===== config.mk =====
export PLATFORM = sky130hd
export DESIGN_NAME = mips_cycle_sequencer
export DESIGN_NICKNAME = d
export VERILOG_FILES = /design/src/rtl/mips_seq_pkg.sv /design/src/rtl/seq_wait_timer.sv /design/src/rtl/mips_cycle_sequencer.sv
export SDC_FILE = /design/constraint.sdc
export NUM_CORES = 1
export LEC_CHECK = 0
export ABC_CLOCK_PERIOD_IN_PS = 3000
export CORE_UTILIZATION = 36
export DETAILED_ROUTE_END_ITERATION = 16
export GPL_TIMING_DRIVEN = 0
export HOLD_SLACK_MARGIN = 0.08
export PLACE_DENSITY = 0.61
export SYNTH_ARGS = -nofsm -noshare
export SYNTH_HDL_FRONTEND = slang
export SYNTH_SLANG_ARGS = --single-unit

===== constraint.sdc =====
create_clock -name clk -period 3 [get_ports clk]
set_clock_uncertainty 0.05 [all_clocks]
set_input_delay 0.6 -clock clk [delete_from_list [all_inputs] [get_ports clk]]
set_output_delay 0.6 -clock clk [all_outputs]
set_load 0.02 [all_outputs]

===== src/rtl/mips_seq_pkg.sv =====
// Shared state encoding and sizing helpers for the multi-cycle MIPS sequencer.
// Latency: none (types, constants and a width helper only).
// Backpressure: none.
package mips_seq_pkg;

  // The debug port exposes these codes directly, so keep the values fixed.
  typedef enum logic [3:0] {
    RST    = 4'd0,
    FETCH  = 4'd1,
    DECODE = 4'd2,
    EXEC   = 4'd3,
    MEM    = 4'd4,
    WB     = 4'd5,
    HALT   = 4'd6,
    ERROR  = 4'd7
  } seq_state_t;

  localparam int DEFAULT_MEM_TIMEOUT = 255;

  // Wide enough to hold the timeout value itself, because the limit is reached
  // only after exactly that many wait cycles.
  function automatic int wait_cnt_width(input int timeout);
    return (timeout < 1) ? 1 : $clog2(timeout + 1);
  endfunction

  localparam int WAIT_CNT_W = wait_cnt_width(DEFAULT_MEM_TIMEOUT);

endpackage


===== src/rtl/seq_wait_timer.sv =====
// Wait-cycle counter shared by the instruction fetch, data memory and mult/div waits.
// Latency: expired reflects the count registered at the previous edge (no combinational path from waiting).
// Backpressure: none; counts only while the owner holds a request with ready low.
module seq_wait_timer
  import mips_seq_pkg::*;
#(
  parameter int MEM_TIMEOUT = DEFAULT_MEM_TIMEOUT,
  parameter int CNT_W       = wait_cnt_width(MEM_TIMEOUT)
) (
  input  logic clk,
  input  logic reset,
  input  logic clear,
  input  logic waiting,
  output logic expired
);

  localparam logic [CNT_W-1:0] LIMIT = CNT_W'(MEM_TIMEOUT);

  logic [CNT_W-1:0] cnt;

  // Count unanswered request cycles; restart whenever the sequencer changes state.
  always_ff @(posedge clk) begin
    if (reset || clear) begin
      cnt <= '0;
    end else if (waiting && !expired) begin
      cnt <= cnt + CNT_W'(1);
    end
  end

  // The owner still lets a same-cycle ready win over this flag.
  assign expired = (cnt == LIMIT);

endmodule


===== src/rtl/mips_cycle_sequencer.sv =====
// Multi-cycle FETCH/DECODE/EXEC/MEM/WB sequencer between the decoder and the datapath.
// Latency: 4 cycles for ALU ops with zero-wait memory, plus one cycle per memory wait.
// Backpressure: holds FETCH/MEM (and EXEC with SEQ_MULDIV_WAIT_EN defined) until ready; MEM_TIMEOUT waits gives ERROR.
module mips_cycle_sequencer
  import mips_seq_pkg::*;
#(
  parameter int MEM_TIMEOUT = 255,
  parameter int RETIRE_W    = 32
) (
  input  logic                clk,
  input  logic                reset,
  input  logic                dec_mem_read,
  input  logic                dec_mem_write,
  input  logic                dec_reg_write,
  input  logic                dec_syscall,
  input  logic                dec_muldiv,
  input  logic                alu_done,
  input  logic                inst_ready,
  input  logic                data_ready,
  output logic                inst_read_en,
  output logic                ir_write,
  output logic                mem_read_en,
  output logic                mem_write_en,
  output logic                reg_write_en,
  output logic                pc_write,
  output logic                alu_start,
  output logic                halted,
  output logic                error,
  output logic [RETIRE_W-1:0] retired,
  output logic [3:0]          state_dbg
);

  seq_state_t state;
  seq_state_t state_nxt;

  logic wait_clr;
  logic waiting;
  logic expired;
  logic exec_go;

`ifdef SEQ_MULDIV_WAIT_EN
  // Set once the start pulse has gone out, so the pulse is issued only once per EXEC visit.
  logic md_started;
`else
  logic unused_muldiv;
  assign unused_muldiv = &{1'b0, dec_muldiv, alu_done};
`endif

  // State register; reset aborts whatever instruction is in flight.
  always_ff @(posedge clk) begin
    if (reset) begin
      state <= RST;
    end else begin
      state <= state_nxt;
    end
  end

`ifdef SEQ_MULDIV_WAIT_EN
  // Track whether the mult/div start pulse has been issued during this EXEC visit.
  always_ff @(posedge clk) begin
    if (reset) begin
      md_started <= 1'b0;
    end else begin
      md_started <= (state == EXEC) && (state_nxt == EXEC);
    end
  end
`endif

  // Next-state and output decode; ir_write and pc_write on ready paths are Mealy.
  always_comb begin
    state_nxt    = state;
    inst_read_en = 1'b0;
    ir_write     = 1'b0;
    mem_read_en  = 1'b0;
    mem_write_en = 1'b0;
    reg_write_en = 1'b0;
    pc_write     = 1'b0;
    alu_start    = 1'b0;
    halted       = 1'b0;
    error        = 1'b0;
    waiting      = 1'b0;
    exec_go      = 1'b1;

    case (state)
      RST: begin
        state_nxt = FETCH;
      end

      FETCH: begin
        inst_read_en = 1'b1;
        if (inst_ready) begin
          ir_write  = 1'b1;
          state_nxt = DECODE;
        end else if (expired) begin
          state_nxt = ERROR;
        end else begin
          waiting = 1'b1;
        end
      end

      DECODE: begin
        if (dec_syscall) begin
          state_nxt = HALT;
        end else if (dec_mem_read && dec_mem_write) begin
          state_nxt = ERROR;
        end else begin
          state_nxt = EXEC;
        end
      end

      EXEC: begin
`ifdef SEQ_MULDIV_WAIT_EN
        if (dec_muldiv) begin
          if (!md_started) begin
            alu_start = 1'b1;
            exec_go   = 1'b0;
          end else if (!alu_done) begin
            exec_go = 1'b0;
            if (expired) begin
              state_nxt = ERROR;
            end else begin
              waiting = 1'b1;
            end
          end
        end
`endif
        if (exec_go) begin
          if (dec_mem_read || dec_mem_write) begin
            state_nxt = MEM;
          end else if (dec_reg_write) begin
            state_nxt = WB;
          end else begin
            // Branches, jumps and nops retire straight out of EXEC.
            pc_write  = 1'b1;
            state_nxt = FETCH;
          end
        end
      end

      MEM: begin
        mem_read_en  = dec_mem_read;
        mem_write_en = dec_mem_write;
        if (data_ready) begin
          if (dec_mem_write) begin
            pc_write  = 1'b1;
            state_nxt = FETCH;
          end else begin
            state_nxt = WB;
          end
        end else if (expired) begin
          state_nxt = ERROR;
        end else begin
          waiting = 1'b1;
        end
      end

      WB: begin
        reg_write_en = 1'b1;
        pc_write     = 1'b1;
        state_nxt    = FETCH;
      end

      HALT: begin
        halted = 1'b1;
      end

      ERROR: begin
        error = 1'b1;
      end

      default: begin
        state_nxt = ERROR;
      end
    endcase

    // Nothing may leave the block on a reset edge, even mid-instruction.
    if (reset) begin
      state_nxt    = RST;
      inst_read_en = 1'b0;
      ir_write     = 1'b0;
      mem_read_en  = 1'b0;
      mem_write_en = 1'b0;
      reg_write_en = 1'b0;
      pc_write     = 1'b0;
      alu_start    = 1'b0;
      halted       = 1'b0;
      error        = 1'b0;
      waiting      = 1'b0;
    end
  end

  // Every instruction that completes issues exactly one pc_write, so count those.
  always_ff @(posedge clk) begin
    if (reset) begin
      retired <= '0;
    end else if (pc_write) begin
      retired <= retired + RETIRE_W'(1);
    end
  end

  // Any state change starts a fresh wait budget for the next request.
  assign wait_clr  = (state_nxt != state);
  assign state_dbg = state;

  seq_wait_timer #(
    .MEM_TIMEOUT(MEM_TIMEOUT)
  ) u_wait_timer (
    .clk    (clk),
    .reset  (reset),
    .clear  (wait_clr),
    .waiting(waiting),
    .expired(expired)
  );

endmodule


## After elaboration in Yosys (flattened, before gate mapping)

Index checks and enable logic that the tools add are counted.

- $add $sub $neg: 2
- Equality and inequality tests: 9
- Mux-type cells: 36
- Reduce and logical (&&, ||, !) cells: 8

Operators with widths:

| cell | count |
|---|---|
| $add A32 B1 Y32 const B | 1 |
| $mux W1 | 24 |
| $pmux W4 S6 | 1 |
| $eq A4 B3 Y1 const B | 4 |
| $mux W4 | 4 |
| $mux W3 | 5 |
| $add A8 B1 Y8 const B | 1 |
| $eq A4 B2 Y1 const B | 2 |
| $eq A8 B8 Y1 const B | 1 |
| $eq A4 B1 Y1 const B | 1 |
| $logic_not A4 Y1 | 1 |
| $ne A4 B4 Y1 | 1 |
| $reduce_or A2 Y1 | 2 |
| $pmux W1 S3 | 1 |
| $logic_and A1 B1 Y1 | 2 |
| $logic_or A1 B1 Y1 | 2 |
| $pmux W1 S2 | 1 |
| $logic_not A1 Y1 | 1 |

- Flip-flop bits (word level): 44
- Input port bits: 10
- Output and inout port bits: 45

## Longest topological paths before layout

Gate-level depths: netlist (run 1).

- Depth after elaboration: 7
- Mapped depth: 7

## Modules after synthesis

A second synthesis (run 1) with hierarchy kept.

- Cell total of the unflattened synthesis: 291
- Area total of the unflattened synthesis: 2,381.0 µm²

Modules (own cells, without submodules):

| module | instances | cells an instance | area an instance (µm²) | seq. area each (µm²) |
|---|---|---|---|---|
| mips_cycle_sequencer | 1 | 242 | 1,955.6 | 720.7 |
| seq_wait_timer | 1 | 49 | 425.4 | 160.2 |

## Worst setup path before layout (run 1)

Ideal clock, no wire load.

- Path type: register -> output
- Start point: reg state[2] (netlist: state_dbg[2])
- End point: out mem_read_en
- Arrival: 1.865 ns
- Required time: 2.350 ns
- Path slack: 0.485 ns
- Stages on the path, launching flop included: 4
- Buffers on the path: 1
- Cell sequence: dfxtp_1 > or3b_2 > clkbuf_1 > nor4b_1

- Word-level cells in the longest chain between the ends: 3

RTL lines:

| item | line | text |
|---|---|---|
| start, declared | mips_cycle_sequencer.sv:33 | `seq_state_t state;` |
| start signal, assigned | mips_cycle_sequencer.sv:54 | `state <= state_nxt;` |
| $eq A4 B3 Y1 | mips_cycle_sequencer.sv:84 | `case (state)` |
| $mux W1 | mips_cycle_sequencer.sv:84 |  |
| $mux W1 | mips_cycle_sequencer.sv:177 | `if (reset) begin` |
| end, declared | mips_cycle_sequencer.sv:22 | `output logic mem_read_en,` |

No other way between the ends.

## Worst setup path after layout (run 1)

- Start point: in dec_reg_write
- End point: reg retired[29]

- Word-level cells in the longest chain between the ends: 4

RTL lines:

| item | line | text |
|---|---|---|
| start, declared | mips_cycle_sequencer.sv:14 | `input logic dec_reg_write,` |
| $mux W1 | mips_cycle_sequencer.sv:130 | `end else if (dec_reg_write) begin` |
| $mux W1 | mips_cycle_sequencer.sv:128 | `if (dec_mem_read \|\| dec_mem_write) begin` |
| $pmux W1 S3 | mips_cycle_sequencer.sv:84 |  |
| $mux W1 | mips_cycle_sequencer.sv:177 |  |
| end signal, assigned | mips_cycle_sequencer.sv:197 | `retired <= retired + RETIRE_W'(1);` |
| end, declared | mips_cycle_sequencer.sv:29 | `output logic [RETIRE_W-1:0] retired,` |

No other way between the ends.
A chain may end at the register's enable or synchronous reset.

==> results of run 1 <==
-- what timing repair did --
action / 4_1_cts / 5_1_grt
setup buffers: 1 / 0
pin swaps: 1 / 0
resized for setup: 9 / 3
hold buffers: 0 / 0
endpoints found under the setup margin: 3 / 4
-- logic make-up after synthesis --
kind of cell / count (synthesis) / share of synthesized area, %
muxes: 2 / 0.870
DFF: 44 / 38.3
other: 1 / 0.163
and+or+nand+nor: 145 / 33.9
AOI/OAI and AO/OA: 36 / 9.89
buffers and inverters: 21 / 3.64
adders and majority gates: 2 / 1.09
xor gates and xnor gates: 32 / 12.2
-- flip-flops by register name, indices dropped and copies added, names as in the netlist --
| register | cells |
|---|---|
| retired | 32 |
| u_wait_timer.cnt | 8 |
| state_dbg | 4 |
-- metrics by stage --
| stage | setup TNS, ps | std cells |
|---|---|---|
| final | 0 | 418 |
| after global placement | -1590 | 409 |
| after global routing | 0 | 418 |
| after CTS | 0 | 418 |
| after detailed placement | -1690 | 409 |
| after floorplan | 0 | 284 |
-- power groups by stage --
stage | clock network [mW] | logic (mW) | registers (mW)
floorplan | 0 | 0.0617 | 0.615
global placement | 0 | 0.109 | 0.612
detailed placement | 0 | 0.108 | 0.612
CTS | 0.496 | 0.110 | 0.598
global route | 0.520 | 0.122 | 0.599
finish | 0.480 | 0.110 | 0.598
-- worst paths after layout --
check,from,end,slack [ps],depth (start not counted)
min,retired[1],retired[1],460,2
max reg2reg,state_dbg[3],retired[29],280,8
max,dec_reg_write,retired[29],140,8
min reg2reg,retired[1],retired[1],460,2
-- area by class of cell --
class                   instances  share of cell area [%]
flip-flops and latches         44                    29.0
clock buffers                   6                    2.72
inverters                       2                   0.247
clock inverters                 2                    1.28
plain buffers                  19                    2.89
well taps                      75                    3.09
multi-input cells             219                    44.2
repair buffers                 51                    16.6
-- routing by layer --
layer  track usage, %  vias up
met5                0        -
li1                 -     1133
met1             26.1     1036
met3             2.89        9
met4             6.67        0
met2             26.9       52
-- tightest hold or removal path, cell delays in order (launching register included) --
cell	delay, ps
dfxtp_1	350
nand2_1	70
a21oi_1	50
-- synthesized netlist by cell type (2+ instances only) --
| master | number |
|---|---|
| a211o_1 | 2 |
| a31oi_1 | 2 |
| and3_1 | 2 |
| dfxtp_1 | 44 |
| or3b_2 | 3 |
| buf_1 | 2 |
| nand3_1 | 15 |
| nand2b_1 | 5 |
| a21oi_1 | 12 |
| nor2_1 | 43 |
| nor3_1 | 11 |
| nand4_1 | 10 |
| mux2i_1 | 2 |
| o21ai_0 | 11 |
| xor2_1 | 6 |
| or3_1 | 6 |
| a211oi_1 | 2 |
| nor4b_1 | 5 |
| xnor2_1 | 26 |
| nor4_1 | 13 |
| or2_2 | 3 |
| nor3b_1 | 3 |
| clkbuf_1 | 15 |
| and4_1 | 5 |
| ha_1 | 2 |
| inv_1 | 2 |
| nand2_1 | 15 |
==> flow_summary.toml, run 1 <==
[critical_path]
cp_max_fo = 9
crit_buf_inv = 3
cpMaxStageDelayCell = "or4_1"
critPathRequiredTime_ps = 3170
cp_slowest_stage_delay_ps = 510
crit_path_cell_trace = "clkdlybuf4s50_1 -> or2_2 -> o32a_1 -> buf_4 -> or4_1 -> buf_2 -> or3_1 -> a21oi_1"
critPathKind = "input pin to flip-flop"
cp_data_arrival_time_ps = 3030
end_kind = "flip-flop"
startpoint_type = "input pin"
critPathTopFamily = "simple AND/OR/NAND/NOR gates"

[timing]
rsz0062_at_grt = "no"
slew-limit-headroom_pct = 28.3
hold_ws_ps = 456
tightest_slew_ps = 1060
fmax_mhz = 350
fin_crit_sh_pct = 95.2
setup_ws_ps = 143
setup_viol = 0
hold_violations = 0
period_minus_slack_ps = 2860
slew_violations = 0

[drt]
met2_length_um = 2410
dr.max_layer_used = "met4"
totalWireLength_um = 5640
met3WireLength_um = 237
drc_errors = 0
dr.pass1.iters = 4
avgViaCountPerCell = 5.33
drtIter0Drc = 187
drtAntennaViolNets = 0
wl_met1_um = 2900
vias = 2230
wl_per_cell_um = 13.5

[outcome]
status = "finished, final reports clean"

[global_routing]
grt_start_max_net_pins = 15
grt_pass1_wl_um = 9520
grt_pass1_vias = 2028
antenna_found_initial = 0
grt-ovfl-total = 0
grt.total_usage_pct = 18.1

[pwr]
switching_share_pct = 23.7
p_leak_nw = 0.936
p_int_mw = 0.906
power_frac_comb_pct = 9.3
p_seq_share_pct = 50.3
p_per_area_nw_per_um2 = 391
ir_worst_vdd_v = 0.000164
total_power_mw = 1.19
p_switching_mw = 0.282
p_clk_share_pct = 40.4

[min_path]
hold_path.class = "flip-flop to flip-flop"

[synth]
synth_edf_count = 0
ys_top_cells_by_area = "dfxtp_1 38%, xnor2_1 9.9%, nor2_1 7.0%, nor4_1 3.5%, nand3_1 3.3%"
syn_inst = 283
synth.avg_cell_area_um2 = 8.14
yosysSeqAreaShare_pct = 38.3
netlist_area_um2 = 2300
async_reset_ff_share_pct = 0
yosysUniqueCellTypes = 43
post-synth-top-area-fraction_pct = 38.3
synth_top_area_cell = "dfxtp_1"
ys_warn_count = 0
ys_ff_latch = 44
synth-main-ff-cell = "dfxtp_1"

[die]
rows = 28
die_area_um2 = 6720
start_util_pct = 38.0
io_pins = 55
die-height_um = 82.0
core_region_area_um2 = 6060
die_w_um = 82.0

[clocking]
clk_path_buf_depth = 2
cts_root_buffer = "clkbuf_8"
cts_inserted_buffers = 5
htreeDepth = 2
cts_sinks = 44
cts_tree = "done"
clk_pin_slew_ps = 90
worst_skew_pair.late_latency_ps = 300

[cells_and_area]
antenna_cells = 0
seq_area_um2 = 881
drive_gt1_share_pct = 6.41
nets = 354
layout_common_cells = "46 x clkdlybuf4s50_1, 44 x dfxtp_1, 43 x nor2_1, 26 x xnor2_1"
multi_input_comb_area_um2 = 1340
post-route-cell-area_um2 = 3040
final_common_cell = "clkdlybuf4s50_1"
num-fill-cells = 627
syn_to_final_growth_pct = 31.8
final_core_util_pct = 50.1

[place]
placed_cell_area_um2 = 2900
place_congestion = 0.802
pre_cts_slack_ps = -533
hpwl_um = 4060
portBuffers = 50

[job]
cap_violations = 0
Note: power is estimated with default switching activity, not from simulation.
==> inputs of run 2 (changes only) <==
--- a/config.mk
+++ b/config.mk
@@ -5,8 +5,10 @@
 export SDC_FILE = /design/constraint.sdc
 export NUM_CORES = 1
 export LEC_CHECK = 0
-export ABC_CLOCK_PERIOD_IN_PS = 3000
+export ABC_CLOCK_PERIOD_IN_PS = 3100
+export CORE_MARGIN = 2
 export CORE_UTILIZATION = 36
+export CTS_CLUSTER_SIZE = 40
 export DETAILED_ROUTE_END_ITERATION = 16
 export GPL_TIMING_DRIVEN = 0
 export HOLD_SLACK_MARGIN = 0.08
==> constraint.sdc (replaced) <==
create_clock -name clk -period 3.1 [get_ports clk]
set_clock_uncertainty 0.05 [all_clocks]
set_input_delay 0.62 -clock clk [delete_from_list [all_inputs] [get_ports clk]]
set_output_delay 0.62 -clock clk [all_outputs]
set_load 0.02 [all_outputs]
==> run 2 against run 1 <==
Effect of this change:
- final cell count unchanged
- clock power decreased by 22%
- power decreased by 11%
- final area decreased by 0.91%
- critical endpoint is now pc_write
==> flow_summary.toml, run 2 (synthesis results as in run 1) <==
[outcome]
status = "finished, final reports clean"

[timing]
setup_viol = 0
period_minus_slack_ps = 3020
slew_violations = 0
hold_ws_ps = 463
slew-limit-headroom_pct = 32.4
hold_violations = 0
fin_crit_sh_pct = 97.5
fmax_mhz = 331
tightest_slew_ps = 999
rsz0062_at_grt = "no"
setup_ws_ps = 77.2

[cells_and_area]
regMostFlops = "retired"
layout_common_cells = "47 x clkdlybuf4s50_1, 44 x dfxtp_1, 43 x nor2_1, 26 x xnor2_1"
final_cells = 418
nets = 352
syn_to_final_growth_pct = 30.7
largest_reg_flops = 32
final_common_cell = "clkdlybuf4s50_1"
drive_gt1_share_pct = 5.57
num-fill-cells = 633
antenna_cells = 0

[pwr]
ir_worst_vdd_v = 0.000210
p_per_area_nw_per_um2 = 352
p_leak_nw = 0.936

[place]
place_congestion = 0.823
pre_cts_slack_ps = -470
dp_cells = 411
hpwl_um = 4070
portBuffers = 50

[clocking]
clk_path_buf_depth = 2
cts_tree = "done"
post_cts_resized = 2
cts_root_buffer = "clkbuf_8"
worst_skew_pair.late_latency_ps = 290
cts_sinks = 44
cts_hold_buf = 0
cts_inserted_buffers = 5
htreeDepth = 2
clk_pin_slew_ps = 80
cts_setup_buffers = 0

[critical_path]
end_kind = "output port"
cp_max_fo = 13
critPathKind = "input pin to output port"
critPathRequiredTime_ps = 2430
startpoint_type = "input pin"
cp_data_arrival_time_ps = 2350

[die]
die_area_um2 = 7050
core_region_area_um2 = 6280
die-height_um = 84.0
io_pins = 55
start_util_pct = 36.7
die_w_um = 84.0
rows = 29

[job]
cap_violations = 0

[global_routing]
grt_start_max_net_pins = 14
grt-ovfl-total = 0
grt_pass1_vias = 1982
antenna_found_initial = 0
grt.total_usage_pct = 16.1
grt_pass1_wl_um = 9400

[drt]
drtAntennaViolNets = 0
dr.pass1.iters = 4
drtIter0Drc = 57
avgViaCountPerCell = 5.28
totalWireLength_um = 5720
vias = 2208
wl_per_cell_um = 13.7
drc_errors = 0

[min_path]
hold_path.class = "flip-flop to flip-flop"
## run 2: per-layer routing
layer	track usage (%)	wire, um
met1	21.6	2700
met5	0	0
met4	4.40	47
met3	4.25	341
met2	25.5	2630
## run 2: worst paths after layout
kind,start,to,slack [ps],cells after the start
setup reg to reg,state_dbg[3],retired[27],420,7
hold reg to reg,retired[29],retired[29],460,2
hold / removal,retired[29],retired[29],460,2
setup / recovery,dec_mem_read,pc_write,80,5
## run 2: critical path, cell delays in order
cell	delay, ps
clkdlybuf4s50_1	480
or2_2	360
o32a_4	450
nor2_1	110
dlygate4sd2_1	340
## run 2: power breakdown
| part | leakage [nW] | switching, mW | internal, mW |
|---|---|---|---|
| clock network | 0.0510 | 0.197 | 0.178 |
| registers | 0.356 | 0.00821 | 0.570 |
| logic | 0.529 | 0.0633 | 0.0428 |
## run 2: area by class of cell
type	count	area, um2	area share (%)
plain buffers	18	72.6	2.41
multi-input cells	219	1350	45.0
flip-flops and latches	44	881	29.3
clock inverters	2	10.0	0.333
well taps	77	96.3	3.20
repair buffers	50	504	16.8
clock buffers	6	82.6	2.75
inverters	2	7.51	0.250
## run 2: metrics by stage
step,setup TNS (ps),utilization [%],instance area [um2],total power [mW]
2_1_floorplan,0,-,2310,0.655
3_3_place_gp,-595,46.2,2900,0.697
3_5_place_dp,-606,46.2,2900,0.696
4_1_cts,0,47.7,2990,1.07
5_1_grt,0,47.9,3010,1.11
6_report,0,47.9,3010,1.06
==> inputs of run 3 (changes only) <==
--- a/config.mk
+++ b/config.mk
@@ -8,7 +8,7 @@
 export ABC_CLOCK_PERIOD_IN_PS = 3100
 export CORE_MARGIN = 2
 export CORE_UTILIZATION = 36
-export CTS_CLUSTER_SIZE = 40
+export CTS_CLUSTER_SIZE = 20
 export DETAILED_ROUTE_END_ITERATION = 16
 export GPL_TIMING_DRIVEN = 0
 export HOLD_SLACK_MARGIN = 0.08
==> results of run 3 <==
The final DEF is identical to that of run 2; final timing and power are the same.
